`src/rtl/gate_pkg.sv`:
```
// Shared gate controller types: state encoding and seven-segment glyphs.
package gate_pkg;

    typedef enum logic [1:0] {
        StClosed  = 2'd0,
        StOpening = 2'd1,
        StOpen    = 2'd2,
        StClosing = 2'd3
    } gate_state_e;

    // Active-low segments, bit order gfedcba.
    localparam logic [6:0] HexClosed = 7'b0001110;
    localparam logic [6:0] HexOpen   = 7'b0001000;
    localparam logic [6:0] HexMoving = 7'b0111111;

    function automatic logic [6:0] hex_glyph(gate_state_e st);
        logic [6:0] g;
        g = HexMoving;
        if (st == StClosed) g = HexClosed;
        if (st == StOpen)   g = HexOpen;
        return g;
    endfunction

endpackage

```
`src/rtl/gate_plant_if.sv`:
```
// Command and status bundle between the gate plant and its operator.
interface gate_plant_if;
    logic       CMD_OPEN;
    logic       CMD_CLOSE;
    logic       OBSTRUCT;
    logic       SENSOR;
    logic       LIMIT_OPEN;
    logic       MOTOR;
    logic       DIR;
    logic [7:0] POS;
    logic [6:0] HEX0;
    logic       LEDG;
    logic       LEDR;

    modport master (
        output CMD_OPEN, CMD_CLOSE, OBSTRUCT,
        input  SENSOR, LIMIT_OPEN, MOTOR, DIR, POS, HEX0, LEDG, LEDR
    );

    modport slave (
        input  CMD_OPEN, CMD_CLOSE, OBSTRUCT,
        output SENSOR, LIMIT_OPEN, MOTOR, DIR, POS, HEX0, LEDG, LEDR
    );
endinterface

```
`src/rtl/tick_gen.sv`:
```
// Free-running prescaler; tick_o is high for one cycle every TICK_DIV clocks.
module tick_gen #(
    parameter int unsigned TICK_DIV = 270000
) (
    input  logic clk_i,
    input  logic rst_i,
    output logic tick_o
);
    localparam int unsigned CntW = $clog2(TICK_DIV);
    localparam logic [CntW-1:0] CntLast = CntW'(TICK_DIV - 1);

    logic [CntW-1:0] cnt_q, cnt_d;

    always_comb begin
        tick_o = (cnt_q == CntLast);
        cnt_d  = tick_o ? '0 : cnt_q + CntW'(1);
    end

    always_ff @(posedge clk_i or posedge rst_i) begin
        if (rst_i) cnt_q <= '0;
        else       cnt_q <= cnt_d;
    end
endmodule

```
`src/rtl/gate_plant.sv`:
```
// Motorised gate controller: command qualification, position stepping, status decode.
module gate_plant
    import gate_pkg::*;
#(
    parameter int unsigned TRAVEL_STEPS = 100,
    parameter int unsigned TICK_DIV     = 270000
) (
    input logic        CLOCK_27,
    input logic        RESET,
    gate_plant_if.slave bus
);
    localparam logic [7:0] TravelMax = 8'(TRAVEL_STEPS);

    logic        tick;
    logic        open_req, close_req;
    gate_state_e state_q, state_d;
    logic [7:0]  pos_q, pos_d;
    logic        sensor_q, limit_q, motor_q, dir_q, ledg_q, ledr_q;
    logic [6:0]  hex_q;

    tick_gen #(
        .TICK_DIV (TICK_DIV)
    ) u_tick_gen (
        .clk_i  (CLOCK_27),
        .rst_i  (RESET),
        .tick_o (tick)
    );

    assign open_req  = bus.CMD_OPEN & ~bus.CMD_CLOSE;
    assign close_req = bus.CMD_CLOSE & ~bus.CMD_OPEN;

    // State changes always win over a coincident position step.
    always_comb begin
        state_d = state_q;
        pos_d   = pos_q;
        unique case (state_q)
            StClosed: if (open_req) state_d = StOpening;
            StOpen:   if (close_req && !bus.OBSTRUCT) state_d = StClosing;
            StOpening: begin
                if (close_req) begin
                    state_d = StClosing;
                end else if (tick) begin
                    if (pos_q >= TravelMax - 8'd1) begin
                        pos_d   = TravelMax;
                        state_d = StOpen;
                    end else begin
                        pos_d = pos_q + 8'd1;
                    end
                end
            end
            StClosing: begin
                if (bus.OBSTRUCT || open_req) begin
                    state_d = StOpening;
                end else if (tick) begin
                    // <= 1 also covers a reversal entered at POS 0.
                    if (pos_q <= 8'd1) begin
                        pos_d   = 8'd0;
                        state_d = StClosed;
                    end else begin
                        pos_d = pos_q - 8'd1;
                    end
                end
            end
        endcase
    end

    // Outputs registered from next-state so they always equal the decode of state_q/pos_q.
    always_ff @(posedge CLOCK_27 or posedge RESET) begin
        if (RESET) begin
            state_q  <= StClosed;
            pos_q    <= 8'd0;
            sensor_q <= 1'b1;
            limit_q  <= 1'b0;
            motor_q  <= 1'b0;
            dir_q    <= 1'b0;
            ledg_q   <= 1'b0;
            ledr_q   <= 1'b0;
            hex_q    <= HexClosed;
        end else begin
            state_q  <= state_d;
            pos_q    <= pos_d;
            sensor_q <= (pos_d == 8'd0);
            limit_q  <= (pos_d == TravelMax);
            motor_q  <= (state_d == StOpening) || (state_d == StClosing);
            dir_q    <= (state_d == StOpening);
            ledg_q   <= (state_d == StOpening);
            ledr_q   <= (state_d == StClosing);
            hex_q    <= hex_glyph(state_d);
        end
    end

    assign bus.SENSOR     = sensor_q;
    assign bus.LIMIT_OPEN = limit_q;
    assign bus.MOTOR      = motor_q;
    assign bus.DIR        = dir_q;
    assign bus.POS        = pos_q;
    assign bus.HEX0       = hex_q;
    assign bus.LEDG       = ledg_q;
    assign bus.LEDR       = ledr_q;
endmodule
```
`src/flat_wrapper.sv`:
```
// flat-port wrapper written by rule: the top's interface ports become plain ports
module gate_plant_flat import gate_pkg::*;
#(
    parameter int unsigned TRAVEL_STEPS = 100,
    parameter int unsigned TICK_DIV     = 270000
)
  (CLOCK_27, RESET, bus_CMD_OPEN, bus_CMD_CLOSE, bus_OBSTRUCT, bus_SENSOR, bus_LIMIT_OPEN, bus_MOTOR, bus_DIR, bus_POS, bus_HEX0, bus_LEDG, bus_LEDR);
  gate_plant_if bus_i ();
  input logic CLOCK_27;
  input logic RESET;
  input wire logic [$bits(bus_i.CMD_OPEN)-1:0] bus_CMD_OPEN;
  input wire logic [$bits(bus_i.CMD_CLOSE)-1:0] bus_CMD_CLOSE;
  input wire logic [$bits(bus_i.OBSTRUCT)-1:0] bus_OBSTRUCT;
  output wire logic [$bits(bus_i.SENSOR)-1:0] bus_SENSOR;
  output wire logic [$bits(bus_i.LIMIT_OPEN)-1:0] bus_LIMIT_OPEN;
  output wire logic [$bits(bus_i.MOTOR)-1:0] bus_MOTOR;
  output wire logic [$bits(bus_i.DIR)-1:0] bus_DIR;
  output wire logic [$bits(bus_i.POS)-1:0] bus_POS;
  output wire logic [$bits(bus_i.HEX0)-1:0] bus_HEX0;
  output wire logic [$bits(bus_i.LEDG)-1:0] bus_LEDG;
  output wire logic [$bits(bus_i.LEDR)-1:0] bus_LEDR;
  assign bus_i.CMD_OPEN = bus_CMD_OPEN;
  assign bus_i.CMD_CLOSE = bus_CMD_CLOSE;
  assign bus_i.OBSTRUCT = bus_OBSTRUCT;
  assign bus_SENSOR = bus_i.SENSOR;
  assign bus_LIMIT_OPEN = bus_i.LIMIT_OPEN;
  assign bus_MOTOR = bus_i.MOTOR;
  assign bus_DIR = bus_i.DIR;
  assign bus_POS = bus_i.POS;
  assign bus_HEX0 = bus_i.HEX0;
  assign bus_LEDG = bus_i.LEDG;
  assign bus_LEDR = bus_i.LEDR;
  gate_plant #(.TRAVEL_STEPS(TRAVEL_STEPS), .TICK_DIV(TICK_DIV)) u_core (.CLOCK_27(CLOCK_27), .RESET(RESET), .bus(bus_i));
endmodule
```
`config.mk`:
```
export PLATFORM = sky130hd
export DESIGN_NAME = gate_plant_flat
export DESIGN_NICKNAME = d
export VERILOG_FILES = /design/src/rtl/gate_pkg.sv /design/src/rtl/gate_plant_if.sv /design/src/rtl/tick_gen.sv /design/src/rtl/gate_plant.sv /design/src/flat_wrapper.sv
export SDC_FILE = /design/constraint.sdc
export NUM_CORES = 1
export LEC_CHECK = 0
export CAP_MARGIN = 30
export CORE_ASPECT_RATIO = 1.4
export CORE_MARGIN = 10
export CORE_UTILIZATION = 55
export CTS_CLUSTER_DIAMETER = 120
export DETAILED_ROUTE_END_ITERATION = 8
export PLACE_DENSITY = 0.79
export SETUP_SLACK_MARGIN = 0.02
export SYNTH_ARGS = -nofsm -noshare
export SYNTH_HDL_FRONTEND = slang
export SYNTH_HIERARCHICAL = 1
export SYNTH_SLANG_ARGS = --single-unit
```
`constraint.sdc`:
```
create_clock -name CLOCK_27 -period 4.2 [get_ports CLOCK_27]
set_clock_uncertainty 0.05 [all_clocks]
set_input_delay 0.63 -clock CLOCK_27 [delete_from_list [all_inputs] [get_ports CLOCK_27]]
set_output_delay 0.63 -clock CLOCK_27 [all_outputs]
set_load 0.05 [all_outputs]
```
==> run_results.csv, run 1 <==
group,metric,value,unit
outcome,status,"finished clean",
critical_path,critPathSlowestCell,"nor4_4",
critical_path,cp_data_required_time,4340,ps
timing,setup_slack,930,ps
routing,routedWlPerCell,17.2,microns
timing,setup_tns,0,ps
grt,grt_max_degree,20,
placed_design,gp_congestion,0.919,
critical_path,crit_type,"flop to flop",
routing,drt_pass1_iterations,5,
power_and_ir_drop,p_comb_frac,0.364,
cts,cts-root-buf,"clkbuf_8",
power_and_ir_drop,ir_drop,0.000451,V
timing,fin_crit,3270,ps
cts,post_cts.repair.setup_buffers,0,
synthesis,yosysWarnings,6,
power_and_ir_drop,p_sw,445,uW
die,dieArea,0.00689,sq mm
timing,period_share,0.779,
grt,met3_usage,0.0307,
cts,path_clk_slew,70,ps
routing,via_per_inst,6.11,
timing,setup_viol,0,
synthesis,synth_ff_type,"dfrtp_1",
cts,post_cts_resized,0,
final_layout,stdcell_count,282,
power_and_ir_drop,power.total,1.09,mW
placed_design,portBuffers,23,
timing,hold_ws,435,ps
power_and_ir_drop,p_leak,1.07,nW
die,start_util,0.580,
synthesis,synth_async_sr_flop_share,1.00,
routing,totalWireLength,4860,microns
flow_run,cap_violations,0,
synthesis,synth_nets,231,
timing,tightest_slew,694,ps
power_and_ir_drop,pwr-share-clk,0.233,
timing,drv_slew,0,
cts,cts_max_level,2,
critical_path,cp-start-kind,"flop",
synthesis,avgSynthCellArea,9.77,sq um
die,io_pins,26,
die,rows,26,
synthesis,synth_edf_count,0,
synthesis,synth_area,0.00217,sq mm
placed_design,dpl.hpwl,3590,microns
grt,grt_first_pass_wirelength,8160,microns
power_and_ir_drop,seqPwrFrac,0.403,
cts,ctsHoldBuffers,0,
die,die_x,73.1,microns
cts,clockBufferDepth,2,
timing,max_freq,0.306,GHz
grt,grt_pass1_vias,1711,
critical_path,cpPeakStageDelay,530,ps
power_and_ir_drop,intPower,643,uW
final_layout,final_net_count,248,
routing,drt_iter0_markers,120,
cts,cts_buffers,5,
routing,ant_nets,0,
placed_design,dp.cells,274,
grt,overflow,0,
synthesis,yosys_register_bits,36,
final_layout,antenna_cells,0,
cts,clkSinkCount,36,
power_and_ir_drop,switching_share,0.409,
grt,use_met2,0.262,
grt,top_usage_layer,"met2",
critical_path,end_kind,"flop",
routing,vias,1723,
routing,drc,0,
grt,grtUsageMet1,0.161,
final_layout,syn_to_final_growth,12.7,%
grt,antenna_found_initial,0,
critical_path,arrival,3410,ps
synthesis,synth_seq_area_share,0.417,
timing,rsz0062_at_grt,"false",
timing,relSlewSlack,0.537,
power_and_ir_drop,power_density,445,mW/mm^2
critical_path,crit_top_cell,"nand3_1",
cts,cts_tree,"yes",
cts,clkLatencyLatePin,290,ps
placed_design,pre_cts_ws,966,ps
die,core_area,0.00374,sq mm
critical_path,crit_chain,"ha_1 > nand3_1 > nor4_4 > and2b_4 > nand3_2 > or3_4 > or4_1 > o211ai_2 > nand3_1 > nor4b_2",
grt,grtUsageTotal,0.150,
synthesis,postSynthCellCount,222,
worst_hold_path,hold_class,"flop to flop",
final_layout,drive_gt1_frac,0.121,
final_layout,fin_area,0.00244,sq mm
placed_design,place_area,0.00235,sq mm
final_layout,postLayoutCoreUtil,0.653,
die,die_h,94.3,microns
timing,hold_violations,0,
synthesis,synthDistinctLibCells,60,
critical_path,cp_max_fo,8,
==> layer usage <==
metal,up-vias,part of all wire
li1,815,-
met1,844,0.38
met2,53,0.55
met3,11,0.047
met4,0,0.029
met5,-,0
==> area by class of cell <==
cell class                      count  area (sq um)
Fill cell                         315          1300
Multi-Input combinational cell    164          1130
Sequential cell                    36           903
Timing Repair Buffer               24           238
Clock buffer                        8          90.1
Tap cell                           42          52.6
Inverter                            8          30.0
==> state kept, by name, summed over array words and instances (netlist names) <==
register and flops:
u_core/bus.LEDG 1, u_core/bus.LEDR 1, u_core/bus.MOTOR 1, u_core/bus.POS 8, u_core/bus.HEX0 2, u_core/bus.SENSOR 1
u_core/u_tick_gen/cnt_q 19, u_core/state_q 2, u_core/bus.LIMIT_OPEN 1
==> cell usage in the layout, fill, tap and decap left out, types with 2 or more instances in the layout <==
cell and count:
a31o_2 2, nand2b_1 4, conb_1 2, dfrtp_1 34, nand2_1 18, xor2_1 6, and2_1 2, inv_1 8
nor2b_1 3, o31ai_1 3, and3_1 5, nor4b_1 2, a41oi_1 2, o21ai_0 9, or4_1 2, clkbuf_8 6
xnor2_1 12, nor4_4 2, nor3_1 6, ha_1 4, nor4_2 2, clkbuf_1 2, a21oi_1 11, clkdlybuf4s50_1 23
nand3_1 9, nand4_1 5, nor4_1 3, dfstp_2 2, nor2_1 19, o21ai_1 2
==> cells by family (layout without fill, tap and decap cells) <==
kind of cell / after synthesis / count (layout) / share of synthesized area
mux: 1 / 1 / 0.00462
compound gates: 42 / 42 / 0.136
fa+ha+maj: 4 / 4 / 0.0231
xor+xnor: 18 / 18 / 0.0727
other cells: 2 / 2 / 0.00346
flops: 36 / 36 / 0.417
simple gates: 97 / 97 / 0.282
buf+inv: 22 / 40 / 0.0623
==> synthesized netlist by cell type (3+ instances only) <==
library cell  instances  share of area
o31ai_1               3          0.010
nor3_1                6          0.014
ha_1                  4          0.023
nand3_1               9          0.021
o21ai_0               9          0.021
buf_6                 3          0.016
inv_1                 8          0.014
xnor2_1              12          0.048
nor2_1               19          0.033
nand2b_1              4          0.012
and3_1                5          0.014
nand2_1              18          0.031
xor2_1                6          0.024
buf_4                 7          0.024
buf_2                 3         0.0069
nor4_1                3         0.0087
nor2b_1               3         0.0087
a21oi_1              11          0.025
dfrtp_1              34           0.39
nand4_1               5          0.014
==> power by group through the flow <==
stage	clock network [mW]	registers (mW)	logic, mW
floorplan	0	0.497	0.230
global placement	0	0.441	0.388
detailed placement	0	0.443	0.393
CTS	0.258	0.437	0.396
global route	0.272	0.446	0.423
finish	0.253	0.438	0.396
==> worst paths after layout <==
check / from / endpoint / slack (ps) / cells after the start
setup / recovery: u_core/u_tick_gen/cnt_q[0] / u_core/bus.LIMIT_OPEN / 930 / 10
hold / removal: u_core/u_tick_gen/cnt_q[16] / u_core/u_tick_gen/cnt_q[16] / 440 / 1
setup reg to reg: u_core/u_tick_gen/cnt_q[0] / u_core/bus.LIMIT_OPEN / 930 / 10
hold reg to reg: u_core/u_tick_gen/cnt_q[16] / u_core/u_tick_gen/cnt_q[16] / 440 / 1
max in group asynchronous: RESET / u_core/u_tick_gen/cnt_q[2] / 2920 / 2
min in group asynchronous: RESET / u_core/state_q[1] / 720 / 2
==> critical path: cells and delay by family, from the launching register on <==
family                     cells  cell delay (ps)
adders and majority gates      1              190
DFF                            1              390
and+or+nand+nor                8             2340
AOI/OAI and AO/OA              1              200
No activity file was read; power rests on OpenSTA's default activity.
==> run 2, diff against run 1 <==
clock period = 3.2 ns   (was 4.2 ns; I/O delays follow)
==> run 2 against run 1 <==
  * Setup slack worse by 780 ps
  * Register-to-register slack worse by 780 ps
  * Flip-flop and latch count stayed put
  * Sequential power is 28% higher
  * Core utilization is 1.5 points higher
  * Largest cell class unchanged
  * Largest power group unchanged
==> run_results.csv, run 2 (same netlist as run 1, synthesis figures left out) <==
group,metric,value,unit
outcome,status,"finished clean",
timing,fin_crit,3050,ps
power_and_ir_drop,p_leak,1.10,nW
cts,clkSinkCount,36,
critical_path,reg2reg_slack,150,ps
timing,rsz0062_at_grt,"true",
final_layout,antenna_cells,0,
cts,cts_buffers,5,
power_and_ir_drop,intPower,887,uW
routing,totalWireLength,4950,microns
critical_path,arrival,3230,ps
die,die_x,73.1,microns
critical_path,end_kind,"flop",
die,io_pins,26,
grt,grt_pass1_vias,1759,
grt,use_met2,0.277,
cts,clockBufferDepth,2,
grt,antenna_found_initial,0,
final_layout,stdcell_count,287,
grt,met3_usage,0.0286,
placed_design,pre_cts_ws,144,ps
final_layout,layout_commonest_cell,"dfrtp_1",
critical_path,startpoint,"u_core/u_tick_gen/cnt_q[13]",
cts,clkLatencyLatePin,290,ps
die,core_area,0.00374,sq mm
final_layout,regArea,903,sq um
flow_run,cap_violations,0,
final_layout,final_net_count,253,
power_and_ir_drop,p_sw,583,uW
final_layout,drive_gt1_frac,0.147,
placed_design,dp.cells,279,
grt,grtUsageTotal,0.151,
critical_path,crit_type,"flop to flop",
critical_path,r2r_cells,9,
routing,drt_iter0_markers,124,
cts,cts_max_level,2,
routing,drc,0,
placed_design,portBuffers,23,
critical_path,worstSetupEndpoint,"u_core/bus.SENSOR",
cts,cts_tree,"yes",
cts,cts-root-buf,"clkbuf_8",
die,die_h,94.3,microns
timing,hold_violations,0,
grt,overflow,0,
final_layout,syn_to_final_growth,15.3,%
placed_design,gp_congestion,0.915,
power_and_ir_drop,seqPwrFrac,0.381,
final_layout,largest_register_ff_count,19,
placed_design,dpl.hpwl,3710,microns
timing,setup_slack,154,ps
routing,via_per_inst,6.07,
critical_path,cp-start-kind,"flop",
routing,routedWlPerCell,17.2,microns
timing,relSlewSlack,0.537,
routing,ant_nets,0,
routing,vias,1743,
grt,grt_first_pass_wirelength,8320,microns
grt,top_usage_layer,"met2",
power_and_ir_drop,switching_share,0.397,
critical_path,cp_data_required_time,3380,ps
die,dieArea,0.00689,sq mm
timing,tightest_slew,693,ps
cts,post_cts.repair.setup_buffers,0,
routing,drt_pass1_iterations,4,
final_layout,layout_common_cells,"dfrtp_1 (34), clkdlybuf4s50_1 (23), nor2_1 (19), nand2_1 (18), xnor2_1 (12)",
final_layout,regMostFlops,"u_core/u_tick_gen/cnt_q",
timing,max_freq,0.328,GHz
critical_path,cp_max_fo,17,
timing,setup_tns,0,ps
power_and_ir_drop,p_comb_frac,0.378,
power_and_ir_drop,power.total,1.47,mW
critical_path,crit-reg2reg-launch,"u_core/u_tick_gen/cnt_q[13]",
grt,grtUsageMet1,0.157,
die,rows,26,
timing,drv_slew,0,
power_and_ir_drop,pwr-share-clk,0.241,
final_layout,nFillCells,302,
power_and_ir_drop,power_density,588,mW/mm^2
timing,setup_viol,0,
timing,period_share,0.952,
grt,grt_max_degree,20,
final_layout,multi_input_area,0.00114,sq mm
cts,path_clk_slew,70,ps
critical_path,r2r-end,"u_core/bus.SENSOR",
worst_hold_path,hold_class,"flop to flop",
power_and_ir_drop,ir_drop,0.000534,V
die,start_util,0.580,
[run 2: cell types whose count changed in the layout (fill, tap and decap cells not counted)]
cell and delta:
buf_4 +4, buf_6 +1, clkbuf_1 -1, clkbuf_8 +1, nor4b_1 -1, nor4b_2 +1
[run 2: worst min path at each step]
stage                                             end  slack [ps]  cells after the start                        start
after global placement    u_core/u_tick_gen/cnt_q[16]         420                      1  u_core/u_tick_gen/cnt_q[16]
after global routing      u_core/u_tick_gen/cnt_q[16]         480                      1  u_core/u_tick_gen/cnt_q[16]
after CTS                 u_core/u_tick_gen/cnt_q[16]         440                      1  u_core/u_tick_gen/cnt_q[16]
after detailed placement  u_core/u_tick_gen/cnt_q[16]         420                      1  u_core/u_tick_gen/cnt_q[16]
final                     u_core/u_tick_gen/cnt_q[16]         440                      1  u_core/u_tick_gen/cnt_q[16]
after floorplan                    u_core/bus.HEX0[4]         350                      1                        RESET
[run 2: critical path: stages (launching register included)]
cell and delay (ps):
dfrtp_1 430, or4_1 570, nor4_4 220, buf_6 220, and2_1 190, nand2_1 110, and4b_1 210, a211o_1 260
or4_4 440, and4bb_1 280
[run 2: power groups by stage]
stage	Clock (mW)	Sequential, mW	Combinational (mW)
finish	0.355	0.560	0.556
global route	0.375	0.563	0.587
CTS	0.359	0.556	0.555
detailed placement	0	0.565	0.554
global placement	0	0.562	0.550
floorplan	0	0.653	0.302
[run 2: per-stage QoR]
step	instance area [sq um]	hold WS (ps)	utilization
after floorplan	2170	355	-
after global placement	2390	422	0.639
after detailed placement	2390	425	0.639
after CTS	2490	439	0.666
after global routing	2500	476	0.669
final	2500	443	0.669
[run 2: routing by layer]
metal  part of all wire  up-vias
met4              0.017        0
met2               0.54       56
met1               0.40      855
met5                  0        -
li1                   -      826
met3              0.039        6
[run 2: cell type report]
class	instances	area share
inverter	8	0.0120
sequential	36	0.361
tap	42	0.0210
multi-input combinational	164	0.454
clock buffer	8	0.0400
timing repair buffer	29	0.112
[run 2: repair_timing]
item	in CTS	in global routing
setup endpoints to repair	0	2
hold buffers	0	0
hold endpoints to repair	0	0
resized for setup	0	2
==> run 3, diff against run 2 <==
CORE_UTILIZATION = 50   (was 55)
PLACE_DENSITY = 0.72   (was 0.79)
SYNTH_HIERARCHICAL = default   (was 1)
==> run 3 against run 2 <==
  * Total power is 32% higher
  * Highest routed layer unchanged
  * Clock power is 13% higher
  * Die area is 13% higher
  * Combinational power is 65% higher
==> run_results.csv, run 3 <==
group,metric,value,unit
power_and_ir_drop,intPower,1.07,mW
cts,path_clk_slew,70,ps
grt,antenna_found_initial,0,
routing,vias,2018,
power_and_ir_drop,p_leak,1.02,nW
synthesis,yosys_register_bits,36,
synthesis,synth.top_cells.by_area,"dfrtp_1 (37%), nand3_1 (5.4%), xnor2_1 (3.8%)",
final_layout,regMostFlops,"u_core.u_tick_gen.cnt_q",
cts,cts-root-buf,"clkbuf_8",
cts,cts_max_level,2,
cts,clkLatencyLatePin,290,ps
timing,relSlewSlack,0.465,
final_layout,drive_gt1_frac,0.126,
synthesis,synthTopCellsByCount,"dfrtp_1 (34), nand3_1 (25), nor2_1 (22), nand2_1 (18)",
die,dieArea,0.00778,sq mm
timing,fin_crit,2860,ps
final_layout,stdcell_count,339,
final_layout,layout_commonest_cell,"dfrtp_1",
worst_hold_path,hold_class,"flop to flop",
synthesis,synth_edf_count,0,
die,die_h,100,microns
power_and_ir_drop,p_sw,869,uW
die,rows,29,
die,die_x,77.5,microns
synthesis,synth.most_common_cell,"dfrtp_1",
placed_design,gp_congestion,0.933,
grt,grtUsageTotal,0.145,
power_and_ir_drop,pwr-share-clk,0.206,
critical_path,end_kind,"flop",
power_and_ir_drop,seqPwrFrac,0.323,
power_and_ir_drop,power.total,1.94,mW
timing,setup_viol,0,
grt,grt_pass1_vias,1990,
final_layout,postLayoutCoreUtil,0.598,
synthesis,synthDistinctLibCells,57,
synthesis,yosysWarnings,0,
routing,routedWlPerCell,16.6,microns
final_layout,fin_area,0.00269,sq mm
cts,cts_tree,"yes",
placed_design,dpl.hpwl,4350,microns
final_layout,antenna_cells,0,
synthesis,postSynthCellCount,254,
timing,hold_ws,433,ps
timing,period_share,0.894,
critical_path,cp_max_fo,10,
routing,drt_pass1_iterations,5,
placed_design,pre_cts_ws,285,ps
routing,via_per_inst,5.95,
timing,hold_violations,0,
placed_design,place_area,0.00258,sq mm
routing,drc,0,
cts,ctsHoldBuffers,0,
flow_run,cap_violations,0,
timing,setup_tns,0,ps
cts,post_cts_resized,0,
cts,clkSinkCount,36,
die,core_area,0.00450,sq mm
die,start_util,0.514,
synthesis,synth_top_area_cell,"dfrtp_1",
placed_design,dp.cells,331,
timing,tightest_slew,793,ps
timing,drv_slew,0,
synthesis,synth_nets,263,
power_and_ir_drop,switching_share,0.448,
synthesis,synth_top_area_frac,0.368,
final_layout,final_net_count,285,
routing,ant_nets,0,
final_layout,layout_common_cells,"dfrtp_1 (34), nand3_1 (25), clkdlybuf4s50_1 (23), nor2_1 (22), nand2_1 (18)",
cts,post_cts.repair.setup_buffers,0,
final_layout,nFillCells,431,
timing,setup_slack,340,ps
synthesis,avgSynthCellArea,9.10,sq um
grt,grt_first_pass_wirelength,9360,microns
grt,grt_max_degree,20,
timing,max_freq,0.350,GHz
cts,clockBufferDepth,2,
outcome,status,"finished clean",
critical_path,cp-start-kind,"flop",
routing,drt_iter0_markers,169,
critical_path,arrival,3020,ps
routing,totalWireLength,5630,microns
synthesis,synth_ff_type,"dfrtp_1",
synthesis,synth_seq_area_share,0.391,
grt,overflow,0,
cts,cts_buffers,5,
die,io_pins,26,
synthesis,synth_area,0.00231,sq mm
final_layout,syn_to_final_growth,16.5,%
power_and_ir_drop,p_comb_frac,0.471,
synthesis,synth_async_sr_flop_share,1.00,
placed_design,portBuffers,23,
critical_path,crit_type,"flop to flop",
final_layout,largest_register_ff_count,19,
power_and_ir_drop,ir_drop,0.000760,V
timing,rsz0062_at_grt,"false",
power_and_ir_drop,power_density,721,mW/mm^2
critical_path,cp_data_required_time,3360,ps
==> run 3: worst paths after layout <==
| kind | startpoint | cells past startpoint | slack (ps) | to |
|---|---|---|---|---|
| max | u_core.u_tick_gen.cnt_q[0] | 8 | 340 | u_core.bus.LIMIT_OPEN |
| min | u_core.u_tick_gen.cnt_q[0] | 1 | 430 | u_core.u_tick_gen.cnt_q[0] |
| max reg2reg | u_core.u_tick_gen.cnt_q[0] | 8 | 340 | u_core.bus.LIMIT_OPEN |
| min reg2reg | u_core.u_tick_gen.cnt_q[0] | 1 | 430 | u_core.u_tick_gen.cnt_q[0] |
| max in group asynchronous | RESET | 3 | 1780 | u_core.bus.HEX0[2] |
| min in group asynchronous | RESET | 2 | 550 | u_core.u_tick_gen.cnt_q[16] |
==> run 3: final cells by class <==
| cell class | instances | area [sq um] | area share |
|---|---|---|---|
| clock buffers | 5 | 68.8 | 0.0256 |
| clock inverters | 3 | 42.5 | 0.0158 |
| inverters | 8 | 30.0 | 0.0112 |
| multi-input cells | 193 | 1270 | 0.473 |
| flip-flops and latches | 36 | 903 | 0.336 |
| well taps | 62 | 77.6 | 0.0288 |
| repair buffers | 32 | 298 | 0.111 |
==> run 3: logic make-up (layout without fill, tap and decap cells) <==
logic type / count (synthesis) / in the layout / synth area share
buf+inv: 25 / 48 / 0.0590
fa+ha+maj: 4 / 4 / 0.0216
flops: 36 / 36 / 0.391
other cells: 2 / 2 / 0.00325
simple gates: 120 / 120 / 0.302
xor+xnor: 16 / 16 / 0.0606
compound gates: 51 / 51 / 0.162
==> run 3: worst max-delay path, cell delays in order, from the launching register on <==
cell and delay [ps]:
dfrtp_1 380, ha_1 210, and4_1 380, nand3_2 280
nor3_2 330, o22ai_1 120, a221o_1 330, or4_4 550
nor3_2 150
==> run 3: metal layers <==
layer / global-route usage / vias up / wire, microns
li1: - / 964 / -
met1: 0.161 / 968 / 2240
met2: 0.265 / 67 / 2980
met3: 0.0214 / 19 / 254
met4: 0.0690 / 0 / 150
met5: 0 / - / 0
==> run 3: power by group through the flow <==
stage | clock network, mW | logic [mW] | registers (mW)
3_3_place_gp | 0 | 0.910 | 0.632
2_1_floorplan | 0 | 0.538 | 0.758
5_1_grt | 0.422 | 0.977 | 0.639
6_report | 0.400 | 0.915 | 0.627
4_1_cts | 0.407 | 0.914 | 0.623
3_5_place_dp | 0 | 0.911 | 0.632
